===== src/rtl/spi_mem_arbiter_if.sv =====
// Requester-side bundle for spi_mem_arbiter: two requesters' request lines
// and the shared grant/done/rdata/busy returns.
interface spi_mem_arbiter_if #(
  parameter int ADDR_W = 16
);
  logic [1:0]          req_valid;
  logic [1:0]          req_we;
  logic [2*ADDR_W-1:0] req_addr;
  logic [15:0]         req_wdata;
  logic [1:0]          grant;
  logic [1:0]          done;
  logic [7:0]          rdata;
  logic                busy;

  modport master (
    output req_valid, req_we, req_addr, req_wdata,
    input  grant, done, rdata, busy
  );

  modport slave (
    input  req_valid, req_we, req_addr, req_wdata,
    output grant, done, rdata, busy
  );
endinterface


===== src/rtl/spi_mem_arbiter.sv =====
// Round-robin arbiter sharing one SPI memory bus between fetch (0) and data (1).
// Ports: clk, rst_n, bus (slave: req_*/grant/done/rdata/busy), spi_cs_n/sclk/mosi/miso.
module spi_mem_arbiter #(
  parameter int ADDR_W  = 16,
  parameter int CLK_DIV = 1
) (
  input  logic               clk,
  input  logic               rst_n,
  spi_mem_arbiter_if.slave   bus,
  output logic               spi_cs_n,
  output logic               spi_sclk,
  output logic               spi_mosi,
  input  logic               spi_miso
);

  localparam int CW = $clog2(2*CLK_DIV+1);
  localparam logic [CW-1:0] HALF = CW'(CLK_DIV-1);
  localparam logic [CW-1:0] GAPN = CW'(2*CLK_DIV-1);

  typedef enum logic [1:0] {IDLE, SHIFT, GAP} state_t;

  state_t        state_q, state_d;
  logic [CW-1:0] cnt_q, cnt_d;
  logic [5:0]    bit_q, bit_d;
  logic [39:0]   sr_q, sr_d;
  logic [7:0]    cap_q, cap_d;
  logic [7:0]    rdata_q, rdata_d;
  logic          win_q, win_d;
  logic          last_q, last_d;
  logic          we_q, we_d;
  logic          cs_n_q, cs_n_d;
  logic          sclk_q, sclk_d;
  logic          mosi_q, mosi_d;
  logic [1:0]    grant_q, grant_d;
  logic [1:0]    done_q, done_d;

  logic              pick;
  logic              we_sel;
  logic [ADDR_W-1:0] a_sel;
  logic [23:0]       a24;
  logic [7:0]        wd_sel;

  // Winner: on contention the requester not served last.
  always_comb begin
    pick = (bus.req_valid == 2'b11) ? ~last_q : bus.req_valid[1];
    we_sel = bus.req_we[pick];
    a_sel = pick ? bus.req_addr[2*ADDR_W-1:ADDR_W]
                 : bus.req_addr[ADDR_W-1:0];
    a24 = '0;
    a24[ADDR_W-1:0] = a_sel;
    wd_sel = pick ? bus.req_wdata[15:8] : bus.req_wdata[7:0];
  end

  always_comb begin
    state_d = state_q;
    cnt_d   = cnt_q;
    bit_d   = bit_q;
    sr_d    = sr_q;
    cap_d   = cap_q;
    rdata_d = rdata_q;
    win_d   = win_q;
    last_d  = last_q;
    we_d    = we_q;
    cs_n_d  = cs_n_q;
    sclk_d  = sclk_q;
    mosi_d  = mosi_q;
    grant_d = '0;
    done_d  = '0;
    unique case (state_q)
      IDLE: begin
        if (|bus.req_valid) begin
          we_d   = we_sel;
          win_d  = pick;
          last_d = pick;
          sr_d   = {we_sel ? 8'h02 : 8'h03, a24,
                    we_sel ? wd_sel : 8'h00};
          grant_d[pick] = 1'b1;
          cs_n_d  = 1'b0;
          sclk_d  = 1'b0;
          mosi_d  = sr_d[39];
          cnt_d   = '0;
          bit_d   = '0;
          state_d = SHIFT;
        end
      end
      SHIFT: begin
        if (cnt_q != HALF) begin
          cnt_d = cnt_q + 1'b1;
        end else begin
          cnt_d = '0;
          if (!sclk_q) begin
            sclk_d = 1'b1;
            // Only the trailing data byte carries read data.
            if (bit_q >= 6'd32 && !we_q)
              cap_d = {cap_q[6:0], spi_miso};
          end else if (bit_q == 6'd39) begin
            sclk_d  = 1'b0;
            cs_n_d  = 1'b1;
            mosi_d  = 1'b0;
            done_d[win_q] = 1'b1;
            if (!we_q) rdata_d = cap_q;
            state_d = GAP;
          end else begin
            sclk_d = 1'b0;
            bit_d  = bit_q + 6'd1;
            sr_d   = {sr_q[38:0], sr_q[39]};
            mosi_d = sr_q[38];
          end
        end
      end
      GAP: begin
        if (cnt_q == GAPN) begin
          cnt_d   = '0;
          state_d = IDLE;
        end else begin
          cnt_d = cnt_q + 1'b1;
        end
      end
      default: state_d = IDLE;
    endcase
  end

  always_ff @(posedge clk or negedge rst_n) begin
    if (!rst_n) begin
      state_q <= IDLE;
      cnt_q   <= '0;
      bit_q   <= '0;
      sr_q    <= '0;
      cap_q   <= '0;
      rdata_q <= '0;
      win_q   <= 1'b0;
      last_q  <= 1'b1;
      we_q    <= 1'b0;
      cs_n_q  <= 1'b1;
      sclk_q  <= 1'b0;
      mosi_q  <= 1'b0;
      grant_q <= '0;
      done_q  <= '0;
    end else begin
      state_q <= state_d;
      cnt_q   <= cnt_d;
      bit_q   <= bit_d;
      sr_q    <= sr_d;
      cap_q   <= cap_d;
      rdata_q <= rdata_d;
      win_q   <= win_d;
      last_q  <= last_d;
      we_q    <= we_d;
      cs_n_q  <= cs_n_d;
      sclk_q  <= sclk_d;
      mosi_q  <= mosi_d;
      grant_q <= grant_d;
      done_q  <= done_d;
    end
  end

  assign bus.grant = grant_q;
  assign bus.done  = done_q;
  assign bus.rdata = rdata_q;
  assign bus.busy  = (state_q != IDLE);
  assign spi_cs_n  = cs_n_q;
  assign spi_sclk  = sclk_q;
  assign spi_mosi  = mosi_q;

endmodule


===== src/flat_wrapper.sv =====
// flat-port wrapper written by rule: the top's interface ports become plain ports
module spi_mem_arbiter_flat 
#(
  parameter int ADDR_W  = 16,
  parameter int CLK_DIV = 1
)
  (clk, rst_n, spi_cs_n, spi_sclk, spi_mosi, spi_miso, bus_req_valid, bus_req_we, bus_req_addr, bus_req_wdata, bus_grant, bus_done, bus_rdata, bus_busy);
  spi_mem_arbiter_if #(.ADDR_W(ADDR_W)) bus_i ();
  input  logic clk;
  input  logic rst_n;
  output logic spi_cs_n;
  output logic spi_sclk;
  output logic spi_mosi;
  input  logic spi_miso;
  input wire logic [$bits(bus_i.req_valid)-1:0] bus_req_valid;
  input wire logic [$bits(bus_i.req_we)-1:0] bus_req_we;
  input wire logic [$bits(bus_i.req_addr)-1:0] bus_req_addr;
  input wire logic [$bits(bus_i.req_wdata)-1:0] bus_req_wdata;
  output wire logic [$bits(bus_i.grant)-1:0] bus_grant;
  output wire logic [$bits(bus_i.done)-1:0] bus_done;
  output wire logic [$bits(bus_i.rdata)-1:0] bus_rdata;
  output wire logic [$bits(bus_i.busy)-1:0] bus_busy;
  assign bus_i.req_valid = bus_req_valid;
  assign bus_i.req_we = bus_req_we;
  assign bus_i.req_addr = bus_req_addr;
  assign bus_i.req_wdata = bus_req_wdata;
  assign bus_grant = bus_i.grant;
  assign bus_done = bus_i.done;
  assign bus_rdata = bus_i.rdata;
  assign bus_busy = bus_i.busy;
  spi_mem_arbiter #(.ADDR_W(ADDR_W), .CLK_DIV(CLK_DIV)) u_core (.clk(clk), .rst_n(rst_n), .bus(bus_i), .spi_cs_n(spi_cs_n), .spi_sclk(spi_sclk), .spi_mosi(spi_mosi), .spi_miso(spi_miso));
endmodule

===== config.mk =====
export PLATFORM = sky130hd
export DESIGN_NAME = spi_mem_arbiter_flat
export DESIGN_NICKNAME = d
export VERILOG_FILES = /design/src/rtl/spi_mem_arbiter_if.sv /design/src/rtl/spi_mem_arbiter.sv /design/src/flat_wrapper.sv
export SDC_FILE = /design/constraint.sdc
export NUM_CORES = 1
export LEC_CHECK = 0
export CAP_MARGIN = 20
export CORE_AREA = 2 2 76 132
export DETAILED_ROUTE_END_ITERATION = 10
export DIE_AREA = 0 0 78 134
export MAX_ROUTING_LAYER = met4
export PLACE_DENSITY = 0.72
export SETUP_SLACK_MARGIN = 0.5
export SLEW_MARGIN = 5
export SYNTH_ARGS = -nofsm -noshare
export SYNTH_HDL_FRONTEND = slang
export SYNTH_SLANG_ARGS = --single-unit

===== constraint.sdc =====
create_clock -name clk -period 2.4 [get_ports clk]
set_input_delay 0.48 -clock clk [delete_from_list [all_inputs] [get_ports clk]]
set_output_delay 0.48 -clock clk [all_outputs]
set_load 0.02 [all_outputs]

# Yosys cells after proc, flatten, opt, wreduce, memory -nomap -nowiden
# Cells that the tools add are included.
[op_classes] addsub=2 mul=0 div_mod_pow=0 n_lt_le_gt_ge=5 eq_ne=11 shift=0 muxes=50 bitwise=4 n_reduce_logical=19
[op_table] cell="2-to-1 mux 40 bit" count=4
[op_table] cell="case mux 40 bit (2 select lines)" count=1
[op_table] cell="2-to-1 mux 2 bit" count=14
[op_table] cell="2-to-1 mux 6 bit" count=4
[op_table] cell="AND reduction 5 bit" count=4
[op_table] cell="2-to-1 mux 1 bit" count=16
[op_table] cell="2-to-1 mux 16 bit" count=1
[op_table] cell="2-to-1 mux 8 bit" count=2
[op_table] cell="case mux 2 bit (3 select lines)" count=2
[op_table] cell="case mux 6 bit (2 select lines)" count=1
[op_table] cell="inequality test 2 x 1 -> 1 bit, second input constant" count=4
[op_table] cell="AND reduction 4 bit" count=2
[op_table] cell="adder 6 x 1 -> 6 bit, second input constant" count=1
[op_table] cell="== test 6 bit, second input constant" count=1
[op_table] cell=">= comparator 6 bit, second input constant" count=1
[op_table] cell="case mux 1 bit (2 select lines)" count=3
[op_table] cell="nonzero test 2 bit" count=3
[op_table] cell="== test 2 x 1 -> 1 bit, second input constant" count=2
[op_table] cell="== test 2 bit, second input constant" count=2
[op_table] cell="less-than comparator 1 x 2 -> 1 bit, second input constant" count=2
[op_table] cell="inequality test 2 bit, second input constant" count=2
[op_table] cell="NOT 1 bit" count=4
[op_table] cell="AND reduction 2 bit" count=2
[op_table] cell="logical AND 1 bit" count=3
[op_table] cell="other kinds (8)" count=10
[word_totals] regBits=76 latchBits=0 mem_bits_rw=0 rom_bits=0 in_bits=55 output_inout_bits=16 word_cells=105 memories=0

# Depth between registers and ports, before layout
# Gate-level depths: netlist (run 1).
[logic_depth] word_depth=8 mapped_depth=10 mapped_depth_nobuf=6

# Least setup slack after synthesis (run 1)
# OpenSTA, ideal clock, no wires.
[synth_path] path_type="reg-to-reg" from="register u_core.state_q[0]" to="register u_core.sr_q[27]" setup_ps=121 arrival_time_ps=2069 t_required_ps=2279 setup_slack_ps=210 path_stages_with_launch=11 n_path_buf=4 synth_period_minus_slack_ps=2190 cell_sequence="dfrtp_1 inv_1 ha_1 buf_6 nor3b_4 or3_4 buf_6 or2_1 buf_6 buf_6 a22o_1"
[synth_via] elab_chain_len=3 elab_cells_between_ends=9 cone_classes="eq/ne (5); mux (1); reduce/logical (3)"
[synth_lines] element="start: declaration" line_no="spi_mem_arbiter.sv:22" text="state_t state_q, state_d;"
[synth_lines] element="start signal: assignment" line_no="spi_mem_arbiter.sv:140" text="state_q <= state_d;"
[synth_lines] element="== test 2 x 1 -> 1 bit or zero test 2 bit (tied branches)" line_no="spi_mem_arbiter.sv:69" text="unique case (state_q)"
[synth_lines] element="inequality test 2 bit (no source line) (tied with other cells)"
[synth_lines] element="AND reduction 5 bit (no source line)"
[synth_lines] element="end signal: assignment" line_no="spi_mem_arbiter.sv:143" text="sr_q <= sr_d;"
[synth_lines] element="end: declaration" line_no="spi_mem_arbiter.sv:25" text="logic [39:0] sr_q, sr_d;"
# Several ways; a longest one is shown, not always the timed one.
# A chain may end at the register's enable or synchronous reset.

# Worst setup path in the final report (run 1)
[layout_path] from="register u_core.state_q[0]" to="register u_core.sr_q[25]"
# The elaborated chain is that of the path after synthesis.

==> results of run 1 <==
-- placed cells by master, fill, tap and decap left out, types with 3 or more instances in the layout --
cell	count
clkbuf_8	3
inv_2	3
ha_4	3
mux2i_1	3
o21ai_2	3
clkdlybuf4s50_1	66
o31ai_2	7
o221a_2	16
and3_1	8
nand3_1	22
ha_1	6
buf_4	23
mux2_2	16
buf_6	3
buf_12	4
nand2_1	37
a21oi_1	3
nor2b_1	8
inv_1	6
o21ai_0	10
a311oi_1	8
dfrtp_1	74
nor2_1	11
clkbuf_16	9
a22o_1	18
o21ai_1	6
-- Yosys cell counts (all sizes together) --
cell	number
a21bo	1
a21boi	2
a21o	1
a21oi	4
a22o	18
a311oi	8
a31oi	1
and2	1
and3	9
and4	1
and4bb	1
buf	7
clkbuf	16
dfrtp	74
dfstp	2
ha	10
inv	9
mux2	16
mux2i	4
nand2	37
nand2b	2
nand3	22
nand4	2
nor2	12
nor2b	8
nor3	1
nor3b	1
nor4	2
o211ai	1
o21a	1
o21ai	19
o221a	16
o22a	2
o31ai	10
or2	1
or3	1
or3b	1
or4	2
xnor2	2
-- state kept, by name (all words and copies together) (netlist names) --
name	count
u_core.bit_q	6
u_core.bus.done	2
u_core.bus.grant	2
u_core.bus.rdata	8
u_core.cap_q	8
u_core.cnt_q	2
u_core.last_q	1
u_core.spi_cs_n	1
u_core.spi_mosi	1
u_core.spi_sclk	1
u_core.sr_q	40
u_core.state_q	2
u_core.we_q	1
u_core.win_q	1
-- worst paths after layout --
path,start,to,slack [ns],cells past startpoint
max in group asynchronous,rst_n,u_core.last_q,1.59,2
min reg2reg,u_core.win_q,u_core.bus.done[0],0.45,1
max,u_core.state_q[0],u_core.sr_q[25],0.38,7
min in group clk,u_core.win_q,u_core.bus.done[0],0.45,1
min,rst_n,u_core.sr_q[22],0.13,1
max reg2reg,u_core.state_q[0],u_core.sr_q[25],0.38,7
-- through the flow --
| step | hold slack (ns) | util [%] | std cells |
|---|---|---|---|
| floorplan | 0.184 | - | 328 |
| global placement | 0.447 | 48.6 | 516 |
| detailed placement | 0.447 | 48.6 | 516 |
| CTS | 0.137 | 52.6 | 536 |
| global route | 0.162 | 53.8 | 541 |
| finish | 0.126 | 53.8 | 541 |
-- worst register-to-register path, cell delays in order (launching register included) --
cell,delay [ns]
dfrtp_1,0.43
inv_2,0.08
ha_4,0.19
nor3b_4,0.16
or3_4,0.39
or2_4,0.26
buf_12,0.15
a22o_1,0.23
-- cells by family (layout without fill, tap and decap cells) --
logic type | count (synthesis) | after routing | synth area share [%]
multiplexers | 20 | 20 | 6.05
flip-flops | 76 | 76 | 52.3
XOR/XNOR | 2 | 2 | 0.482
buffers and inverters | 32 | 123 | 4.50
AO/OA/AOI/OAI | 84 | 84 | 18.4
adder cells (fa/ha/maj) | 10 | 10 | 3.44
AND/OR/NAND/NOR | 104 | 104 | 14.8
-- area by class of cell --
| type | instances | area share [%] |
|---|---|---|
| timing repair buffer | 99 | 19.2 |
| clock buffer | 14 | 5.41 |
| inverter | 9 | 0.667 |
| multi-input combinational | 220 | 33.5 |
| clock inverter | 1 | 0.593 |
| tap | 122 | 3.02 |
| sequential | 76 | 37.6 |
-- repair_timing --
action,4_1_cts,5_1_grt
gates resized for setup,14,28
buffers inserted,5,5
setup endpoints to repair,56,56
pin swaps,3,6
-- layer usage --
layer  global-route usage [%]  share of wire, %
met2                     28.5                54
met4                     8.77               2.8
met3                     3.84               4.1
met1                     19.6                39
met5                        -                 0
-- power by group through the flow --
stage,Combinational [mW],Sequential [mW],Clock [mW]
floorplan,1.32,1.82,0
global placement,1.81,1.86,0
detailed placement,1.89,1.86,0
CTS,2.02,1.85,1.39
global route,2.39,1.91,1.45
finish,2.19,1.87,1.37
==> summary.md, run 1 <==
| Metric | Value |
|---|---|
| Status | finished, final reports clean |
| Rows | 47 |
| Switching Power | 1.80 mW |
| Crit path max-delay family | simple AND/OR/NAND/NOR gates |
| Multi-input logic area | 1700 sq um |
| Share of layout cells above drive strength 1 | 26.5% |
| Buf/Inv on CP | 2 |
| Clock tree buffer depth | 2 |
| Clock Latency Late Sink | 0.33 ns |
| CTS Root Buffer Type | clkbuf_16 |
| Antenna-violating nets left | 0 |
| F_max | 495 MHz |
| Seq. cell area | 1900 sq um |
| Power share of the combinational group | 40.4% |
| Post-route minimum period | 2.02 ns |
| Initial Util | 38.7% |
| 1st-pass router iterations | 4 |
| Largest net degree at the start of global routing | 43 |
| Period utilisation layout | 84.2% |
| Crit-path max FO | 16 |
| Clk_skew | 0.00623 ns |
| Routed via count | 2972 |
| Vias in the first global route | 2948 |
| Die area | 10500 sq um |
| Worst-path clk slew | 0.06 ns |
| Clock Sinks | 76 |
| Crit path DAT | 2.24 ns |
| Initial DRC Count | 143 |
| LEAKAGE | 2.19 nW |
| Required @ worst endpoint | 2.62 ns |
| Gr usage total | 17.3% |
| Vert. Die Dim | 134 microns |
| CP Cell Sequence | inv_2, ha_4, nor3b_4, or3_4, or2_4, buf_12, a22o_1 |
| Synth top area cells | dfrtp_1, mux2_2, o221a_2 |
| CP endpoint kind | flip-flop |
| CP Launch Type | flip-flop |
| Setup CP Type | reg2reg |
| Yosys top cell by area | dfrtp_1 |
| # diodes | 0 |
| Ys Warns | 0 |
| Synth unique cells | 45 |
| Setup WS pre-CTS | 0.00660 ns |
| Final Setup Violations | 0 |
| First-pass GRT wire length | 13.8 mm |
| Syn avg cell area | 11.1 sq um |
| Power per cell area | 1070 nW/um^2 |
| RSZ-0062 raised after global routing | yes |
| Slew headroom | 65.1% |
| Fin worst setup slack | 0.378 ns |
| WL per Instance | 15.8 microns |
| Slowest-stage cell, CP | dfrtp_1 |
| Placed wire-length estimate | 5.98 mm |
| Design Power | 5.43 mW |
| RD Place Congestion | 0.858 |
| Core box area | 9410 sq um |
| Final std cell area, no fill | 5060 sq um |
| Fillers | 818 |
| CTS tree | built |
| Placed Area | 4570 sq um |
| Mapped Area | 3640 sq um |
| Syn Inst Count | 328 |
| Fin nets | 480 |
| H-tree depth | 3 |
| Die X | 78 microns |
| Syn-to-layout area delta | 39.1% |
| Setup TNS Final | 0 ns |
| Port Buf Inserts | 70 |
| Grt ovf | 0 |
| Post-Syn Nets | 393 |
| Switching Share | 33.1% |
| Yosys reg bits | 76 |
| Final Hold Fails | 0 |
| # IOs | 71 |
| P_int | 3.64 mW |
| DRC viols | 0 |
| Top-area cell type share of the netlist area | 50.9% |
| Max VDD drop | 0.000567 V |
| Slew @ Worst Pin | 0.523 ns |
| CTS Hold Bufs | 0 |
| Initial antenna violation count | 0 |
| Crit path largest cell delay | 0.43 ns |
| Seq pwr share | 34.4% |
| Sequential area share after synthesis | 52.3% |
| Routed vias/inst | 5.49 |
| CTS buffer count | 9 |
| Hold WC Path Type | in2async |
| Routed WL | 8.56 mm |
| Max Slew Vio Count | 0 |
| Clock Power Share | 25.2% |
| Max_cap viols | 0 |
Note: power is estimated with default switching activity, not from simulation.
==> run 2: changes to the inputs <==
--- a/config.mk
+++ b/config.mk
@@ -10,7 +10,7 @@
 export DETAILED_ROUTE_END_ITERATION = 10
 export DIE_AREA = 0 0 78 134
 export MAX_ROUTING_LAYER = met4
-export PLACE_DENSITY = 0.72
+export PLACE_DENSITY = 0.74
 export SETUP_SLACK_MARGIN = 0.5
 export SLEW_MARGIN = 5
 export SYNTH_ARGS = -nofsm -noshare
==> constraint.sdc (replaced) <==
create_clock -name clk -period 1.7 [get_ports clk]
set_input_delay 0.34 -clock clk [delete_from_list [all_inputs] [get_ports clk]]
set_output_delay 0.34 -clock clk [all_outputs]
set_load 0.02 [all_outputs]
==> run 2 against run 1 <==
Maximum frequency shrank 0.77%. Routed wire length grew 33%. The flow now finishes with violations (negative setup slack). Via count rose by 12%. Non-clock buffer count up 60.
==> summary.md, run 2 (synthesis gave the netlist of run 1 again) <==
| Metric | Value |
|---|---|
| Max Slew Vio Count | 0 (unchanged) |
| Fin worst setup slack | -0.338 ns (-0.716 ns) |
| Design Power | 9.72 mW (+79%) |
| Grt ovf | 0 (unchanged) |
| RD Place Congestion | 0.823 (-4.1%) |
| Power per cell area | 1570 nW/um^2 (+46%) |
| 1st-pass router iterations | 5 (+1) |
| Die area | 10500 sq um (unchanged) |
| Largest net degree at the start of global routing | 47 (+9.3%) |
| Initial antenna violation count | 0 (unchanged) |
| Setup CP Type | reg2reg |
| Initial DRC Count | 215 (+50%) |
| Slew headroom | 67.6% (+2.5 points) |
| Reg with most FFs | u_core.sr_q |
| Crit path DAT | 2.30 ns (+0.06 ns) |
| Commonest non-fill, non-tap cell in the layout | dfrtp_1 |
| Syn-to-layout area delta | 70.0% |
| Routed via count | 3330 (+12%) |
| RSZ-0062 raised after global routing | yes |
| Share of layout cells above drive strength 1 | 44.7% (+18 points) |
| LEAKAGE | 2.72 nW (+24%) |
| Placed wire-length estimate | 6.41 mm (+7.2%) |
| Port Buf Inserts | 70 (unchanged) |
| Antenna-violating nets left | 0 (unchanged) |
| # IOs | 71 (unchanged) |
| Max VDD drop | 0.000839 V (+48%) |
| Most frequent cells in the layout | dfrtp_1, clkdlybuf4s50_1, buf_4 |
| Vias in the first global route | 3299 (+12%) |
| Status | finished with violations |
| Required @ worst endpoint | 1.96 ns (-0.66 ns) |
| Post-Place Cells | 547 (+6.0%) |
| Vert. Die Dim | 134 microns (unchanged) |
| Clock Sinks | 76 (unchanged) |
| DRC viols | 0 (unchanged) |
| CTS tree | built |
| Fin nets | 541 (+13%) |
| Fillers | 677 (-17%) |
| F_max | 491 MHz (-0.77%) |
| Max reg flops | 40 (unchanged) |
| Clock Latency Late Sink | 0.34 ns (about the same) |
| CTS buffer count | 9 (unchanged) |
| Gr usage total | 19.8% (+2.5 points) |
| H-tree depth | 3 (unchanged) |
| Period utilisation layout | 120% (+36 points) |
| Slew @ Worst Pin | 0.483 ns (-0.0405 ns) |
| Clock tree buffer depth | 2 (unchanged) |
| Final Hold Fails | 0 (unchanged) |
| Crit-path max FO | 4 (-12) |
| Initial Util | 38.7% (unchanged) |
| Failing checks | negative setup slack |
| Core box area | 9410 sq um (unchanged) |
| CP endpoint kind | flip-flop |
| Setup WS pre-CTS | -0.415 ns (-0.422 ns) |
| Rows | 47 (unchanged) |
| Non-filler cells in the finished layout | 603 (+11%) |
| Setup TNS Final | -15.88 ns (-15.88 ns) |
| Clk_skew | 0.00718 ns (+0.000955 ns) |
| Hold WC Path Type | in2async |
| Routed WL | 11.4 mm (+33%) |
| CTS Root Buffer Type | clkbuf_16 |
| Final Setup Violations | 71 (+71) |
| WL per Instance | 18.9 microns (+19%) |
| Worst-path clk slew | 0.06 ns (about the same) |
| CP Launch Type | flip-flop |
| Max_cap viols | 0 (unchanged) |
| Routed vias/inst | 5.52 (+0.53%) |
| # diodes | 0 (unchanged) |
| Die X | 78 microns (unchanged) |
| First-pass GRT wire length | 15.7 mm (+14%) |
| Post-route minimum period | 2.04 ns (+0.0157 ns) |
-- run 2: cell count changes in the layout (fill, tap and decap cells not counted), moves of 4 or more --
| cell | before | now |
|---|---|---|
| clkdlybuf4s50_1 | 66 | 51 |
| mux2_2 | 16 | 0 |
| o221a_4 | 0 | 13 |
| mux2_4 | 0 | 16 |
| o21ai_0 | 10 | 5 |
| buf_6 | 3 | 44 |
| nor2_4 | 0 | 8 |
| buf_4 | 23 | 50 |
| nor2_1 | 11 | 2 |
| o221a_2 | 16 | 3 |
| o31ai_2 | 7 | 3 |
-- run 2: report_power, final --
part           leakage [nW]  internal, mW  switching (mW)
Clock                 0.169          1.40           0.719
Sequential            0.967          2.30           0.436
Combinational          1.58          2.64            2.22
Total                  2.72          6.34            3.38
-- run 2: final cells by class --
cell class / instances / area [sq um] / area share [%]
multi-input cells: 221 / 2120 / 34.2
clock buffers: 12 / 267 / 4.31
well taps: 122 / 153 / 2.47
clock inverters: 4 / 70.1 / 1.13
repair buffers: 159 / 1640 / 26.5
flip-flops and latches: 76 / 1900 / 30.8
inverters: 9 / 36.3 / 0.587
-- run 2: layer usage --
layer  track usage, %  routed length, microns  share of wire [%]
met5                -                       0                  0
met4             9.75                     284                2.5
met3             3.77                     398                3.5
met2             35.2                    6570                 58
met1             20.5                    4140                 36
-- run 2: stage by stage --
| stage | util, % | cell area (sq um) | hold WS [ns] |
|---|---|---|---|
| floorplan | - | 3770 | 0.0444 |
| global placement | 52.1 | 4900 | 0.295 |
| detailed placement | 52.1 | 4900 | 0.300 |
| CTS | 58.8 | 5530 | 0.452 |
| global route | 65.7 | 6180 | 0.484 |
| finish | 65.7 | 6180 | 0.445 |
-- run 2: path summary, 6_finish.rpt --
kind                                         from                 end  cells after the start  slack, ns
worst max-delay path            u_core.state_q[0]     u_core.sr_q[33]                     10      -0.34
worst min-delay path                        rst_n     u_core.cnt_q[0]                      2       0.44
worst max register to register  u_core.state_q[0]     u_core.sr_q[33]                     10      -0.34
worst min register to register       u_core.win_q  u_core.bus.done[0]                      1       0.49
max in group asynchronous                   rst_n     u_core.sr_q[25]                      3       0.72
min in group clk                     u_core.win_q  u_core.bus.done[0]                      1       0.49
-- run 2: what timing repair did --
action / in CTS / in global routing
endpoints found under the hold margin: 28 / 0
setup buffers: 14 / 18
resized for setup: 133 / 90
cloned: 2 / 5
hold buffers: 1 / 0
pin swaps: 7 / 33
endpoints found under the setup margin: 91 / 99
-- run 2: critical path: stages (launching register included) --
cell and delay, ns:
dfrtp_1 0.44, inv_2 0.11, ha_4 0.16, buf_6 0.09, buf_6 0.09, buf_6 0.08
or3b_4 0.40, nand4_1 0.12, buf_6 0.15, buf_6 0.14, o22a_1 0.16
